$ cat src/rtl/tank_pkg.sv
// Shared screen geometry, coordinate/step types and bullet defaults for the tank game.
package tank_pkg;
  localparam int SCREEN_W     = 640;
  localparam int SCREEN_H     = 480;
  localparam int LIFETIME_DEF = 300;
  localparam int COOLDOWN_DEF = 35;

  typedef logic [9:0]         coord_t;
  typedef logic signed [10:0] step_t;

  // Heading component (64 = 1.0) to per-frame pixel step: sign-extend, then divide by 16.
  function automatic step_t trig_step(input logic [7:0] v);
    step_t s;
    s = step_t'({{3{v[7]}}, v});
    return s >>> 4;
  endfunction
endpackage

$ cat src/rtl/bullet_slot.sv
// One bullet slot: position, step, age, expiry and move. Wall hits bounce when
// BULLET_BOUNCE_EN is defined, otherwise they kill the bullet.
module bullet_slot
  import tank_pkg::*;
#(
  parameter int LIFETIME = LIFETIME_DEF
) (
  input  logic   CLK,
  input  logic   RESET,
  input  logic   tick,
  input  logic   clear_all,
  input  logic   spawn,
  input  logic   hit,
  input  logic   wall_x,
  input  logic   wall_y,
  input  coord_t spawn_x,
  input  coord_t spawn_y,
  input  step_t  spawn_sx,
  input  step_t  spawn_sy,
  output coord_t x,
  output coord_t y,
  output logic   active,
  output logic   free
);
  localparam int AW = (LIFETIME > 2) ? $clog2(LIFETIME) : 1;
  localparam logic [AW-1:0] AGE_LAST = AW'(LIFETIME - 1);

  step_t sx, sy, bsx, bsy, nx, ny;
  logic [AW-1:0] age;
  logic die;

  always_comb begin
    bsx = sx;
    bsy = sy;
    die = 1'b0;
`ifdef BULLET_BOUNCE_EN
    if (wall_x) bsx = -sx;
    if (wall_y) bsy = -sy;
`else
    die = wall_x | wall_y;
`endif
    nx = step_t'({1'b0, x}) + bsx;
    ny = step_t'({1'b0, y}) + bsy;
    if (age == AGE_LAST || nx[10] || ny[10] ||
        nx >= step_t'(SCREEN_W) || ny >= step_t'(SCREEN_H))
      die = 1'b1;
    // A slot expiring on this tick is reusable by the same tick's spawn; a hit slot never is.
    free = ~hit & (~active | (tick & die));
  end

  always_ff @(posedge CLK) begin
    if (!RESET) begin
      x      <= '0;
      y      <= '0;
      sx     <= '0;
      sy     <= '0;
      age    <= '0;
      active <= 1'b0;
    end else if (clear_all | hit) begin
      active <= 1'b0;
    end else if (tick) begin
      if (active) begin
        if (die) active <= 1'b0;
        else begin
          x   <= nx[9:0];
          y   <= ny[9:0];
          sx  <= bsx;
          sy  <= bsy;
          age <= age + 1'b1;
        end
      end
      if (spawn) begin
        x      <= spawn_x;
        y      <= spawn_y;
        sx     <= spawn_sx;
        sy     <= spawn_sy;
        age    <= '0;
        active <= 1'b1;
      end
    end
  end
endmodule

$ cat src/rtl/bullet_pool.sv
// Bullet pool: frame tick and fire edge detection, cooldown and lowest-free-slot
// allocation over NUM_BULLETS bullet_slot instances. Wall bounce via BULLET_BOUNCE_EN.
module bullet_pool
  import tank_pkg::*;
#(
  parameter int NUM_BULLETS = 3,
  parameter int LIFETIME    = LIFETIME_DEF,
  parameter int COOLDOWN    = COOLDOWN_DEF
) (
  input  logic                     CLK,
  input  logic                     RESET,
  input  logic                     vs,
  input  logic                     fire,
  input  logic                     clear_all,
  input  logic [9:0]               tank_x,
  input  logic [9:0]               tank_y,
  input  logic [7:0]               sin,
  input  logic [7:0]               cos,
  input  logic [NUM_BULLETS-1:0]   wall_x_hit,
  input  logic [NUM_BULLETS-1:0]   wall_y_hit,
  input  logic [NUM_BULLETS-1:0]   tank_hit,
  output logic [10*NUM_BULLETS-1:0] bullet_x,
  output logic [10*NUM_BULLETS-1:0] bullet_y,
  output logic [NUM_BULLETS-1:0]   bullet_active,
  output logic                     spawned
);
  localparam int CW = $clog2(COOLDOWN + 1);

  logic vs_q, fire_q, tick, pending, do_spawn;
  logic [CW-1:0] cooldown;
  logic [NUM_BULLETS-1:0] free, grant;
  step_t step_x, step_y;

  assign step_x = trig_step(cos);
  assign step_y = trig_step(sin);

  always_comb begin
    grant = '0;
    for (int i = NUM_BULLETS - 1; i >= 0; i--) begin
      if (free[i]) begin
        grant    = '0;
        grant[i] = 1'b1;
      end
    end
    do_spawn = tick & pending & (cooldown == '0) & (|free) & ~clear_all;
  end

  for (genvar i = 0; i < NUM_BULLETS; i++) begin : g_slot
    bullet_slot #(.LIFETIME(LIFETIME)) u_slot (
      .CLK      (CLK),
      .RESET    (RESET),
      .tick     (tick),
      .clear_all(clear_all),
      .spawn    (do_spawn & grant[i]),
      .hit      (tank_hit[i]),
      .wall_x   (wall_x_hit[i]),
      .wall_y   (wall_y_hit[i]),
      .spawn_x  (tank_x),
      .spawn_y  (tank_y),
      .spawn_sx (step_x),
      .spawn_sy (step_y),
      .x        (bullet_x[10*i +: 10]),
      .y        (bullet_y[10*i +: 10]),
      .active   (bullet_active[i]),
      .free     (free[i])
    );
  end

  always_ff @(posedge CLK) begin
    if (!RESET) begin
      vs_q     <= 1'b0;
      fire_q   <= 1'b0;
      tick     <= 1'b0;
      pending  <= 1'b0;
      cooldown <= '0;
      spawned  <= 1'b0;
    end else begin
      vs_q    <= vs;
      fire_q  <= fire;
      tick    <= vs_q & ~vs;
      spawned <= do_spawn;
      if (clear_all) begin
        pending  <= 1'b0;
        cooldown <= '0;
      end else if (tick) begin
        // Requests never carry past a frame: a blocked shot is simply lost.
        pending <= 1'b0;
        if (do_spawn)             cooldown <= CW'(COOLDOWN);
        else if (cooldown != '0)  cooldown <= cooldown - 1'b1;
      end else if (fire & ~fire_q) begin
        pending <= 1'b1;
      end
    end
  end
endmodule

$ cat config.mk
export PLATFORM = sky130hd
export DESIGN_NAME = bullet_pool
export DESIGN_NICKNAME = d
export VERILOG_FILES = /design/src/rtl/tank_pkg.sv /design/src/rtl/bullet_slot.sv /design/src/rtl/bullet_pool.sv
export SDC_FILE = /design/constraint.sdc
export NUM_CORES = 1
export LEC_CHECK = 0
export ABC_AREA = 1
export CELL_PAD_IN_SITES_DETAIL_PLACEMENT = 0
export CELL_PAD_IN_SITES_GLOBAL_PLACEMENT = 1
export CORE_MARGIN = 5
export CORE_UTILIZATION = 44
export CTS_BUF_LIST = sky130_fd_sc_hd__clkbuf_4
export DETAILED_ROUTE_END_ITERATION = 12
export PLACE_DENSITY = 0.89
export SLEW_MARGIN = 20
export SYNTH_ARGS = -nofsm -noshare
export SYNTH_HDL_FRONTEND = slang
export SYNTH_SLANG_ARGS = --single-unit
export TNS_END_PERCENT = 20
$ cat constraint.sdc
create_clock -name CLK -period 4.8 [get_ports CLK]
set_clock_uncertainty 0.1 [all_clocks]
set_input_delay 0.48 -clock CLK [delete_from_list [all_inputs] [get_ports CLK]]
set_output_delay 0.48 -clock CLK [all_outputs]
set_load 0.05 [all_outputs]
==> results of run 1 <==
-- cells by family (layout without fill, tap and decap cells) --
logic type               after synthesis  in the layout  synth area share
flip-flops                           125            125             0.268
XOR/XNOR                              41             41            0.0385
buffers and inverters                229            327             0.102
adder cells (fa/ha/maj)               70             70            0.0986
AND/OR/NAND/NOR                      812            812             0.367
AO/OA/AOI/OAI                        218            218             0.125
other                                  0              1                 0
-- synthesized netlist by cell type (3+ instances only) --
cell        n
inv_2       7
o21ai_0    86
nand3b_1   11
buf_6       3
xnor2_1    13
xor2_1     28
buf_2      13
nand3_4     3
nand4_1    40
clkbuf_1   17
nand2_2    11
a21oi_1   100
ha_1       64
a21oi_2     7
dfxtp_1   125
nand2_1   460
o21bai_1    6
nor3_1     10
o21ai_1     8
inv_1     174
buf_4      11
nor2_1    183
or2_1       3
nand3_1    77
or2_2       5
fa_1        6
-- layer usage --
layer,global-route usage,up-vias,part of all wire
li1,-,4944,-
met1,0.329,4315,0.48
met2,0.382,233,0.45
met3,0.0338,41,0.046
met4,0.0767,0,0.022
met5,0,-,0
-- stage by stage --
stage	power, mW	area (sq um)
after floorplan	1.10	9340
after global placement	1.17	10500
after detailed placement	1.17	10500
after CTS	1.83	10800
after global routing	1.89	10800
final	1.82	10800
-- critical path: stages, from the launching register on --
cell	delay, ps
dfxtp_1	420
ha_1	240
inv_1	100
fa_1	380
inv_1	160
nand3_1	90
nand3_1	120
nand2_1	80
nand2_1	70
nand2_1	40
nand2_1	70
nand2_1	70
nand3_1	180
nand3_4	160
nand2_4	180
nand2_2	90
inv_2	50
nand2_2	240
nand2_4	240
nand2_2	340
buf_4	320
o21ai_0	190
a21oi_2	40
-- registers in the layout, indices dropped and copies added, names as in the netlist --
| name | count |
|---|---|
| g_slot.u_slot.bsx | 12 |
| g_slot.u_slot.x | 30 |
| cooldown | 6 |
| tick | 1 |
| fire_q | 1 |
| g_slot.u_slot.bsy | 12 |
| g_slot.u_slot.y | 30 |
| g_slot.u_slot.active | 3 |
| spawned | 1 |
| pending | 1 |
| g_slot.u_slot.age | 27 |
| vs_q | 1 |
-- report_power, final --
part | switching (mW) | internal, mW
Clock | 0.418 | 0.250
Sequential | 0.00163 | 1.04
Combinational | 0.0671 | 0.0404
Total | 0.487 | 1.33
-- area by class of cell --
cell class	count	area, sq um
tap	275	344
fill	2233	10200
clock buffer	19	143
clock inverter	12	80.1
inverter	182	688
antenna	1	2.50
multi-input combinational	1141	5880
timing repair buffer	114	1110
sequential	125	2500
-- final timing paths --
check | end | slack [ps] | cells past startpoint
worst max-delay path | g_slot[2].u_slot.age[2] | 690 | 22
worst min-delay path | tick | 330 | 2
worst max register to register | g_slot[2].u_slot.age[2] | 690 | 22
worst min register to register | tick | 330 | 2
-- layout by cell type (no fill, tap or decap), types with 10 or more instances in the layout --
| cell type | Yosys | layout |
|---|---|---|
| nand3_1 | 77 | 77 |
| clkbuf_4 | 0 | 19 |
| nand3b_1 | 11 | 11 |
| nor3_1 | 10 | 10 |
| clkdlybuf4s50_1 | 0 | 104 |
| nor2_1 | 183 | 182 |
| nand2_1 | 460 | 460 |
| a21oi_1 | 100 | 100 |
| o21ai_0 | 86 | 86 |
| nand4_1 | 40 | 40 |
| ha_1 | 64 | 64 |
| nand2_2 | 11 | 11 |
| dfxtp_1 | 125 | 125 |
| xnor2_1 | 13 | 13 |
| inv_1 | 174 | 174 |
| xor2_1 | 28 | 28 |
==> impl_metrics.yaml, run 1 <==
drt:
  first_pass_iters: 5
  detail-route-antenna-nets: 0
  via_count: 9533
  wl_mm: 28.4
  drtIter0Drc: 690
  wire_per_inst_um: 15.2
  viasPerCell: 5.10
  drc_errors: 0
clock_tree:
  clockBufferDepth: 2
  insertion_delay_ps: 580
  clkTransAtPathRegs_ps: 110
  cts_tree: "yes"
  cts_buffers: 17
  cts.sinks: 125
  cts_hold_buf: 0
  htreeDepth: 4
  postCtsSetupRepairBufs: 0
  cts-root-buf: "clkbuf_4"
  cts_resized: 0
sta:
  maxSlewHeadroom: 0.477
  setup_viol: 0
  maxSlewViolCount: 0
  max_freq_ghz: 0.243
  timing.setup.tns_ps: 0
  hold_slack_ps: 332
  setup_slack_ps: 687
  final-hold-violation-count: 0
  tightest_slew_ps: 785
  period_minus_slack_ps: 4110
  timing.final.crit_share: 0.857
  rsz0062_at_grt: "no"
synthesis:
  synth_area_per_cell_sq_um: 6.25
  synth_seq_area_share: 0.268
  ys_seq_elements: 125
  ys.flop_type: "dfxtp_1"
  synth.distinct_cells: 43
  syn_nets: 1615
  synth_top_area_share: 0.268
  synth_cells: 1495
  synthesis.area_sq_mm: 0.00934
  yosysTopAreaCell: "dfxtp_1"
  yosys_warnings: 0
  synth.area.top_cells: "dfxtp_1, nand2_1, ha_1"
  synth_edf_count: 0
  synth_async_sr_flop_share: 0
worst_setup_path:
  crit_arrival_ps: 4470
  critPathRequiredTime_ps: 5160
  start_kind: "register"
  crit_start: "g_slot[0].u_slot.x[0]"
  critical_path.max_fanout: 21
  worstSetupPathType: "reg -> reg"
  end_kind: "register"
  timing.rr.start: "g_slot[0].u_slot.x[0]"
grt:
  antenna_found_initial: 1
  grt_max_degree: 72
  grt_overflow: 0
  grt_pass1_wl_mm: 46.2
  grt.total_usage: 0.237
  first_global_vias: 8958
placed_design:
  place_congestion: 0.926
  place_ws_ps: 758
  dp_cells: 1837
  io_buffers: 105
  hpwl_mm: 21.1
worst_hold_path:
  min_from: "vs_q"
  hold_class: "reg -> reg"
layout:
  drive_gt1_frac: 0.0490
  syn2layout_area_growth_pct: 15.2
  finalNonFillerCells: 1869
  finalNetCount: 1701
  utilization: 0.513
floorplanning:
  core_area_sq_mm: 0.0210
  io_pins: 114
  num_rows: 53
  start_util: 0.446
  fp.dieArea_sq_mm: 0.0242
  fp.dieH_um: 156
  die_x_um: 156
run:
  max-cap-violations: 0
run_status:
  status: "finished, final reports clean"
power:
  power_density_mw_per_mm2: 169
  max-vdd-ir-drop_uv: 127
  leakagePower_nw: 5.10
(Power assumes the default switching activity.)
==> run 2: changes to the inputs <==
Settings changed: CORE_UTILIZATION 44 to 42, PLACE_DENSITY 0.89 to 0.83, SYNTH_HIERARCHICAL set to 1.
Clock period 4.8 ns to 4.2 ns, I/O delays scaled along.
==> impl_metrics.yaml, run 2 <==
floorplanning:
  num_rows: 59
  fp.dieH_um: 173
  core_area_sq_mm: 0.0261
  io_pins: 114
  die_x_um: 173
  start_util: 0.427
  fp.dieArea_sq_mm: 0.0299
grt:
  grt_pass1_wl_mm: 54.8
  grt_overflow: 0
  grt_max_degree: 89
  grt.total_usage: 0.223
  antenna_found_initial: 1
  first_global_vias: 10300
synthesis:
  synth_async_sr_flop_share: 0
  synth_seq_area_share: 0.300
  synth_top_area_share: 0.300
  ys_top_cells_by_count: "nand2_1, nor2_1, dfxtp_1, inv_1, nand3_1"
  synth_cells: 1743
  syn_nets: 1863
  synth_edf_count: 0
  ys_seq_elements: 167
  synth_area_per_cell_sq_um: 6.39
  post-synth-top-count-cell: "nand2_1"
  yosys_warnings: 6
  synth.distinct_cells: 44
  synthesis.area_sq_mm: 0.0111
  synth.area.top_cells: "dfxtp_1, nand2_1, nor2_1"
  ys.flop_type: "dfxtp_1"
  yosysTopAreaCell: "dfxtp_1"
worst_hold_path:
  holdPathEnd: "fire_q"
  hold_class: "in -> reg"
  min_from: "RESET"
  holdPathStages: 3
layout:
  stdcell_area_sq_mm: 0.0133
  syn2layout_area_growth_pct: 19.3
  utilization: 0.509
  final_common_cell: "nand2_1"
  finalNetCount: 1977
  drive_gt1_frac: 0.0866
  mostFrequentLayoutCells: "nand2_1, nor2_1, dfxtp_1"
clock_tree:
  cts-root-buf: "clkbuf_4"
  clockBufferDepth: 2
  cts_buffers: 17
  htreeDepth: 4
  cts.sinks: 167
  cts_tree: "yes"
  clkTransAtPathRegs_ps: 170
  insertion_delay_ps: 570
worst_setup_path:
  reg2reg_to: "g_slot[2].u_slot/x[5]"
  worstSetupPathType: "reg -> reg"
  timing.rr.start: "g_slot[0].u_slot/y[0]"
  end_kind: "register"
  start_kind: "register"
  r2r_slack_ps: 180
  cp_common_cell: "nand2_1"
  critPathRequiredTime_ps: 4520
  r2r_cells: 29
  critical_path.max_fanout: 7
  cpMaxStageDelayCell: "dfxtp_2"
  max_stage_delay_ps: 380
  crit_arrival_ps: 4340
drt:
  detail-route-antenna-nets: 0
  viasPerCell: 5.07
  first_pass_iters: 5
  wire_per_inst_um: 15.7
  drtIter0Drc: 832
  wl_mm: 34.6
  drc_errors: 0
  via_count: 11200
sta:
  final-hold-violation-count: 0
  timing.final.crit_share: 0.957
  maxSlewHeadroom: 0.324
  period_minus_slack_ps: 4020
  tightest_slew_ps: 1010
  maxSlewViolCount: 0
  setup_viol: 0
  max_freq_ghz: 0.249
  hold_slack_ps: 184
run:
  max-cap-violations: 0
run_status:
  status: "finished, final reports clean"
power:
  power_density_mw_per_mm2: 209
  leakagePower_nw: 6.30
  max-vdd-ir-drop_uv: 168
placed_design:
  io_buffers: 105
  place_area_sq_mm: 0.0126
  hpwl_mm: 25.4
  place_congestion: 0.921
## run 2: repair_timing
item                                    4_1_cts  5_1_grt
setup buffers                                 0       11
endpoints found under the setup margin       26      153
pin swaps                                     0        7
hold buffers                                  0        0
gates resized for setup                       1       50
cloned                                        0        3
## run 2: kinds of logic (layout without fill, tap and decap cells)
family / Yosys count / in the layout / share of synthesized area
simple gates: 1015 / 1015 / 0.395
buf+inv: 231 / 358 / 0.0845
compound gates: 215 / 215 / 0.100
flops: 167 / 167 / 0.300
fa+ha+maj: 70 / 70 / 0.0827
xor+xnor: 36 / 36 / 0.0290
mux: 9 / 9 / 0.00809
other cells: 0 / 1 / 0
## run 2: worst max-delay path by stage
stage	cells after the start	start	endpoint	slack [ps]
5_1_grt	29	g_slot[0].u_slot/y[0]	g_slot[2].u_slot/x[5]	-60
6_report	29	g_slot[0].u_slot/y[0]	g_slot[2].u_slot/x[5]	180
3_5_place_dp	29	g_slot[0].u_slot/y[0]	g_slot[1].u_slot/x[7]	20
3_3_place_gp	29	g_slot[0].u_slot/y[0]	g_slot[1].u_slot/age[7]	90
2_1_floorplan	29	g_slot[0].u_slot/y[0]	g_slot[1].u_slot/bsx[3]	30
4_1_cts	29	g_slot[0].u_slot/y[0]	g_slot[1].u_slot/age[1]	30
## run 2: area by class of cell
type                            count  area, sq um
Antenna cell                        1         2.50
Clock buffer                       18          135
Clock inverter                     14          173
Fill cell                        2682        12800
Inverter                          168          638
Multi-Input combinational cell   1345         6970
Sequential cell                   167         3350
Tap cell                          335          419
Timing Repair Buffer              158         1590
## run 2: routing by layer
metal / vias up / GRT usage / wire, um
met2: 244 / 0.371 / 16000
met3: 32 / 0.0378 / 1730
met1: 5078 / 0.303 / 16300
met5: - / 0 / 0
li1: 5825 / - / -
met4: 0 / 0.0511 / 625
## run 2: critical path: cells and delay by family (launching register included)
family | cells | cell delay, ps
and+or+nand+nor | 18 | 1850
buffers and inverters | 6 | 640
AOI/OAI and AO/OA | 3 | 320
DFF | 1 | 380
adders and majority gates | 2 | 550
## run 2: power breakdown
group	internal [mW]	leakage [nW]	switching, mW
Combinational	0.0501	4.80	0.0921
Clock	0.425	0.154	0.619
Sequential	1.59	1.35	0.00160
## run 2: stage by stage
step | worst slack [ps] | cells | TNS [ps] | total power, mW
finish | 180 | 2206 | 0 | 2.77
global route | -62.0 | 2206 | -1050 | 2.89
CTS | 32.0 | 2191 | 0 | 2.82
detailed placement | 16.0 | 2159 | 0 | 1.76
global placement | 85.3 | 2159 | 0 | 1.76
floorplan | 28.9 | 1743 | 0 | 1.66
==> run 3: changes to the inputs <==
Settings changed: CORE_ASPECT_RATIO set to 1.2, SLEW_MARGIN 20 to unset.
==> impl_metrics.yaml, run 3 (same netlist as run 2, synthesis figures left out) <==
run_status:
  status: "finished, final reports clean"
drt:
  via_count: 11200
  first_pass_iters: 5
  detail-route-antenna-nets: 0
  drc_errors: 0
  drtIter0Drc: 639
  wire_per_inst_um: 15.9
  wl_mm: 35.1
  viasPerCell: 5.09
worst_setup_path:
  worstSetupPathType: "reg -> reg"
  critical_path.max_fanout: 21
  end_kind: "register"
  start_kind: "register"
  r2r_slack_ps: 310
  critPathRequiredTime_ps: 4610
  crit_arrival_ps: 4300
sta:
  final-hold-violation-count: 0
  max_freq_ghz: 0.257
  period_minus_slack_ps: 3890
  maxSlewViolCount: 0
  timing.setup.tns_ps: 0
  setup_viol: 0
  timing.final.crit_share: 0.927
  maxSlewHeadroom: 0.373
  tightest_slew_ps: 939
clock_tree:
  cts_buffers: 17
  clockBufferDepth: 2
  cts_tree: "yes"
  clkTransAtPathRegs_ps: 160
  cts-root-buf: "clkbuf_4"
  insertion_delay_ps: 600
  cts.sinks: 167
  htreeDepth: 4
  cts_hold_buf: 0
layout:
  final_common_cell: "nand2_1"
  syn2layout_area_growth_pct: 18.2
  finalNonFillerCells: 2203
  finalNetCount: 1971
  mostFrequentLayoutCells: "nand2_1, nor2_1, dfxtp_1"
  drive_gt1_frac: 0.0858
power:
  power.switching_uw: 721
  p_total_mw: 2.72
  max-vdd-ir-drop_uv: 129
  intPower_mw: 2.00
  pwr-share-comb: 0.053
  seqPwrFrac: 0.584
  switching_share: 0.265
  clock_power_share: 0.363
  power_density_mw_per_mm2: 207
  leakagePower_nw: 6.25
placed_design:
  io_buffers: 105
  place_congestion: 0.910
  hpwl_mm: 25.7
  dp_cells: 2157
grt:
  grt_max_degree: 49
  grt.total_usage: 0.231
  grt_pass1_wl_mm: 55.0
  grt_overflow: 0
  first_global_vias: 10700
  antenna_found_initial: 2
run:
  max-cap-violations: 0
worst_hold_path:
  hold_class: "in -> reg"
floorplanning:
  fp.dieArea_sq_mm: 0.0299
  num_rows: 65
  io_pins: 114
  die_x_um: 159
  start_util: 0.425
  fp.dieH_um: 188
  core_area_sq_mm: 0.0262
-- run 3: cell types whose count changed in the layout (fill, tap and decap cells not counted), sizes merged --
cell	before	now
diode	1	4
clkinv	7	8
bufinv	3	2
buf	51	47
clkbuf	21	19
-- run 3: metrics by stage --
| step | worst slack (ps) | cell area (sq um) | util | hold slack (ps) |
|---|---|---|---|---|
| after CTS | 38.6 | 12900 | 0.492 | 139 |
| after floorplan | 28.9 | 11100 | - | 302 |
| final | 308 | 13200 | 0.502 | 191 |
| after global routing | -40.3 | 13200 | 0.502 | 157 |
| after global placement | 52.8 | 12600 | 0.481 | 313 |
| after detailed placement | -37.9 | 12600 | 0.481 | 317 |
-- run 3: cell type report --
type,count,area (sq um)
inverters,168,641
clock inverters,14,149
well taps,335,419
flip-flops and latches,167,3350
clock buffers,18,135
diodes,4,10.0
repair buffers,152,1490
fillers,2779,13000
multi-input cells,1345,6960
-- run 3: critical path, stage by stage, from the launching register on --
cell     delay [ps]
dfxtp_1         380
ha_1            280
fa_2            390
nand2_1          80
nand3_1          80
nand3_1         110
nand2_1          60
nand2_1          60
nand2_1          60
nand2_1          80
nand3_1         150
nand3_1         140
nand2_1          90
a21oi_2         180
inv_2            80
nand2_2         110
nor2_1           50
nor2_1          120
nand2_2         150
nor2_4          160
buf_6           220
buf_4           260
mux2i_1         230
nand2_1          80
nand2_1          50
nor2_1           40
-- run 3: path summary, 6_finish.rpt --
path	startpoint	endpoint	cells after the start
hold / removal	RESET	g_slot[2].u_slot/age[0]	3
setup reg to reg	g_slot[1].u_slot/x[0]	g_slot[0].u_slot/x[0]	25
hold reg to reg	vs_q	tick	2
setup / recovery	g_slot[1].u_slot/x[0]	g_slot[0].u_slot/x[0]	25
-- run 3: power by group through the flow --
stage	Combinational (mW)	Clock, mW	Sequential (mW)
4_1_cts	0.141	1.02	1.59
5_1_grt	0.152	1.08	1.59
2_1_floorplan	0.0400	0	1.62
6_report	0.144	0.989	1.59
3_5_place_dp	0.140	0	1.62
3_3_place_gp	0.140	0	1.62
-- run 3: what timing repair did --
| action | in CTS | in global routing |
|---|---|---|
| gates cloned | 0 | 2 |
| buffers inserted | 2 | 6 |
| pin swaps | 0 | 8 |
| setup endpoints to repair | 24 | 153 |
| hold endpoints to repair | 0 | 0 |
| resized for setup | 1 | 56 |
-- run 3: layer usage --
metal	routed length, um	part of all wire	global-route usage
met3	1660	0.047	0.0374
met1	15800	0.45	0.299
met5	13	0.00037	0
met4	1050	0.030	0.0794
met2	16600	0.47	0.389
